## config.mk

```make
export PLATFORM = sky130hd
export DESIGN_NAME = ccff_stream_loader
export DESIGN_NICKNAME = d
export VERILOG_FILES = /design/src/rtl/ccff_stream_loader.sv
export SDC_FILE = /design/constraint.sdc
export NUM_CORES = 1
export LEC_CHECK = 0
export CAP_MARGIN = 30
export CORE_MARGIN = 2
export CORE_UTILIZATION = 25
export CTS_CLUSTER_DIAMETER = 30
export DETAILED_ROUTE_END_ITERATION = 12
export HOLD_SLACK_MARGIN = 0.03
export SYNTH_ARGS = -nofsm -noshare
export SYNTH_HDL_FRONTEND = slang
export SYNTH_SLANG_ARGS = --single-unit
```

## constraint.sdc

```tcl
create_clock -name prog_clk -period 2.85 [get_ports prog_clk]
set_clock_uncertainty 0.15 [all_clocks]
set_input_delay 0.4275 -clock prog_clk [delete_from_list [all_inputs] [get_ports prog_clk]]
set_output_delay 0.4275 -clock prog_clk [all_outputs]
set_load 0.02 [all_outputs]
```

## src/rtl/ccff_stream_loader.sv

```systemverilog
// Serializes a valid/ready word stream MSB-first into a CCFF configuration chain.
// Optional ccff_tail check against the first shifted bit: define CCFF_TAIL_CHECK_EN.
module ccff_stream_loader #(
  parameter int  CHAIN_LEN = 62,
  parameter int  WORD_W    = 8,
  localparam int CNT_W     = $clog2(CHAIN_LEN + 1)
) (
  input  logic              prog_clk,
  input  logic              pReset,
  input  logic              start,
  input  logic              abort,
  input  logic [WORD_W-1:0] s_data,
  input  logic              s_valid,
  output logic              s_ready,
  output logic              ccff_head,
  output logic              shift_en,
  input  logic              ccff_tail,
  output logic              busy,
  output logic              done,
  output logic              err
);

  localparam int WC_W = (WORD_W > 1) ? $clog2(WORD_W) : 1;
  localparam logic [CNT_W-1:0] LAST_BIT  = CNT_W'(CHAIN_LEN - 1);
  localparam logic [WC_W-1:0]  LAST_WBIT = WC_W'(WORD_W - 1);

  typedef enum logic [1:0] {
    IDLE,
    WAIT_WORD,
    SHIFT,
    FINISH
  } state_t;

  state_t            state;
  logic [CNT_W-1:0]  bit_cnt;
  logic [WC_W-1:0]   wcnt;
  logic [WORD_W-1:0] shreg;

  // abort outranks every transition, including a start seen in IDLE
  always_ff @(posedge prog_clk or posedge pReset) begin
    if (pReset) begin
      state   <= IDLE;
      bit_cnt <= '0;
      wcnt    <= '0;
      shreg   <= '0;
    end else if (abort) begin
      state <= IDLE;
    end else begin
      case (state)
        IDLE: begin
          if (start) begin
            state   <= WAIT_WORD;
            bit_cnt <= '0;
          end
        end
        WAIT_WORD: begin
          if (s_valid) begin
            shreg <= s_data;
            wcnt  <= '0;
            state <= SHIFT;
          end
        end
        SHIFT: begin
          shreg   <= shreg << 1;
          bit_cnt <= (bit_cnt == LAST_BIT) ? bit_cnt : bit_cnt + CNT_W'(1);
          wcnt    <= (wcnt == LAST_WBIT) ? wcnt : wcnt + WC_W'(1);
          // chain length wins over word exhaustion; leftover low bits are dropped
          if (bit_cnt == LAST_BIT) begin
            state <= FINISH;
          end else if (wcnt == LAST_WBIT) begin
            state <= WAIT_WORD;
          end
        end
        FINISH: begin
          state <= IDLE;
        end
        default: begin
          state <= IDLE;
        end
      endcase
    end
  end

  assign ccff_head = shreg[WORD_W-1];
  assign shift_en  = (state == SHIFT);
  assign s_ready   = (state == WAIT_WORD);
  assign busy      = (state != IDLE);
  assign done      = (state == FINISH);

`ifdef CCFF_TAIL_CHECK_EN
  logic first_bit;
  logic err_q;

  // After CHAIN_LEN shifts the first bit of the load must appear at the tail
  always_ff @(posedge prog_clk or posedge pReset) begin
    if (pReset) begin
      first_bit <= 1'b0;
      err_q     <= 1'b0;
    end else if (!abort) begin
      if (state == IDLE && start) begin
        err_q <= 1'b0;
      end
      if (state == SHIFT && bit_cnt == '0) begin
        first_bit <= shreg[WORD_W-1];
      end
      if (state == FINISH && ccff_tail != first_bit) begin
        err_q <= 1'b1;
      end
    end
  end

  assign err = err_q;
`else
  logic unused_tail;
  assign unused_tail = ccff_tail;
  assign err         = 1'b0;
`endif

endmodule
```

==> results.py <==
metrics = {
    "placed_design": {
        "gp_congestion": 0.763,
        "hpwl_um": 1540,
        "portBuffers": 17,
    },
    "yosys": {
        "syn-cell-area_um2": 1010,
        "synth_async_sr_flop_share_pct": 100,
        "synth_area_leaders": "dfrtp_1 47%, a21oi_1 7.9%, mux2i_1 6.9%, ha_1 4.9%, nor2_1 4.1%",
        "synth_top_area_share_pct": 46.9,
        "synth_compound_area_share_pct": 17.4,
        "synth_xor_xnor_area_share_pct": 0,
        "avgSynthCellArea_um2": 9.76,
        "synth_largest_area_cell": "dfrtp_1",
        "synth_fp_nets": 122,
        "ys.flop_type": "dfrtp_1",
        "synth-edff-count": 0,
        "synth_seq_cells": 19,
        "synthSimpleGateAreaFrac_pct": 15.4,
        "yosysWarnings": 0,
        "synth_fa_ha_area_share_pct": 4.93,
        "syn_inst": 104,
        "seq_area_frac_synth_pct": 46.9,
        "synthMuxAreaShare_pct": 9.12,
        "synthDistinctLibCells": 32,
        "synth_top_family_by_area": "compound AO/OA/AOI/OAI gates",
    },
    "drt": {
        "drt_pass1_iterations": 2,
        "antenna_left": 0,
        "vias": 808,
        "drt_iter0_drc": 22,
        "finalWirelength_um": 2020,
        "wl_per_cell_um": 11.8,
        "vias_per_cell": 4.73,
        "drc": 0,
    },
    "final_layout": {
        "layout.nets": 140,
        "final_common_cell": "dfrtp_1",
        "syn2layout_area_growth_pct": 25.2,
        "post-route-util_pct": 32.2,
        "drive_gt1_share_pct": 8.26,
        "antennaDiodeCount": 0,
        "final.fill_count": 411,
        "final_cell_mix": "19 x dfrtp_1, 17 x clkdlybuf4s50_1, 16 x a21oi_1",
    },
    "floorplan": {
        "dieHeight_um": 67.7,
        "ios": 20,
        "row_count": 23,
        "initial_core_util_pct": 25.7,
        "dieArea_um2": 4580,
        "die_w_um": 67.7,
        "core_area_um2": 3940,
    },
    "clock_network": {
        "ctsHoldBuffers": 0,
        "cts.sinks": 19,
        "cts_tree": "yes",
        "cts_root_buf": "clkbuf_8",
        "clk_pin_slew_ps": 70,
        "cts.htree.levels": 1,
        "clk_latency_ps": 250,
        "cts_buffers": 3,
        "clock_path_buffers": 2,
        "cts-resized-gates": 0,
        "cts_setup_buffers": 0,
    },
    "global_routing": {
        "use_met1_pct": 11.5,
        "antenna_found_initial": 0,
        "use_met2_pct": 17.0,
        "met3_usage_pct": 1.83,
        "grt_max_degree": 20,
        "grt.total_usage_pct": 9.58,
        "top_usage_layer": "met2",
        "grt_pass1_wl_um": 3360,
        "grt_pass1_vias": 814,
        "grt_overflow": 0,
    },
    "power": {
        "clock_power_share_pct": 25.0,
        "p_comb_share_pct": 23.4,
        "peakVddDrop_mv": 0.240,
        "powerDensity_nw_per_um2": 565,
        "switchingPower_uw": 201,
        "internal_power_uw": 516,
        "power.share.switching_pct": 28.1,
        "p_leak_nw": 0.585,
        "pwr-share-seq_pct": 51.5,
    },
    "timing": {
        "setup_viol": 0,
        "hold_ws_ps": 358,
        "slew_headroom_pct": 51.1,
        "period_share_pct": 83.1,
        "setup_tns_ps": 0,
        "worstMarginPinSlew_ps": 733,
        "rsz0062_at_grt": "no",
        "final_hold_viol_count": 0,
        "finalMaxSlewViolations": 0,
        "min_period_ps": 2370,
        "max_freq_mhz": 422,
    },
    "worst_hold_path": {
        "hold_class": "flop to flop",
    },
    "setup_path": {
        "slowest_stage": "clkdlybuf4s50_1",
        "required_ps": 2270,
        "cp_data_arrival_time_ps": 1790,
        "worstPathCellList": "nand2b_2 -> inv_1 -> clkdlybuf4s50_1",
        "critPathMaxStageDelay_ps": 600,
        "critPathKind": "flop to output port",
        "crit_path_end_kind": "output port",
        "crit_fanout": 12,
        "cp-start-kind": "flop",
    },
    "run_status": {
        "status": "completed",
    },
    "flow_run": {
        "cap_violations": 0,
    },
}
==> synth_stat cells, types with 3 or more instances <==
library cell  instances
o21ai_0               6
nor2_1               11
dfrtp_1              19
or3_1                 4
nand2_1               3
mux2i_1               7
a21oi_1              16
ha_1                  4
inv_1                 6
buf_2                 3
==> metal layers <==
metal | vias up | wire length, µm
met2 | 14 | 998
met4 | 0 | 8
met5 | - | 0
met1 | 391 | 925
met3 | 2 | 88
li1 | 401 | -
==> state kept, by name (all words and copies together), names as in the netlist <==
signal   count
shreg        8
bit_cnt      6
wcnt         3
state        2
==> area by class of cell <==
cell class | instances | area [µm²] | area share, %
flip-flops and latches | 19 | 475 | 37.4
inverters | 6 | 22.5 | 1.77
well taps | 50 | 62.6 | 4.93
clock buffers | 4 | 45.0 | 3.55
repair buffers | 19 | 185 | 14.6
multi-input cells | 73 | 479 | 37.7
==> metrics by stage <==
stage | setup WS [ps] | cells | total power [mW] | area [µm²]
6_report | 481 | 171 | 0.718 | 1270
5_1_grt | 400 | 171 | 0.767 | 1270
4_1_cts | 472 | 171 | 0.734 | 1270
3_5_place_dp | 611 | 167 | 0.546 | 1220
3_3_place_gp | 661 | 167 | 0.533 | 1220
2_1_floorplan | 918 | 104 | 0.479 | 1010
==> power by group through the flow <==
| stage | clock (mW) | sequential [mW] | combinational, mW |
|---|---|---|---|
| final | 0.180 | 0.370 | 0.168 |
| after CTS | 0.191 | 0.371 | 0.172 |
| after global placement | 0 | 0.370 | 0.163 |
| after detailed placement | 0 | 0.375 | 0.171 |
| after global routing | 0.201 | 0.378 | 0.188 |
| after floorplan | 0 | 0.367 | 0.113 |
==> critical path, delay by kind of cell, from the launching register on <==
kind	cells	cell delay, ps
flip-flops	1	450
buffers and inverters	2	720
AND/OR/NAND/NOR	1	370
==> worst paths after layout <==
path / from / to / slack [ps] / cells after the start
worst max-delay path: state[0] / shift_en / 480 / 3
worst min-delay path: wcnt[1] / wcnt[1] / 360 / 1
worst max register to register: bit_cnt[0] / bit_cnt[4] / 770 / 5
worst min register to register: wcnt[1] / wcnt[1] / 360 / 1
max in group asynchronous: pReset / state[1] / 1640 / 2
min in group asynchronous: pReset / shreg[5] / 450 / 2
==> kinds of logic after synthesis <==
| logic type | after synthesis |
|---|---|
| buf+inv | 12 |
| fa+ha+maj | 4 |
| flops | 19 |
| other cells | 1 |
| compound gates | 30 |
| mux | 9 |
| simple gates | 29 |
(Power assumes the default switching activity.)
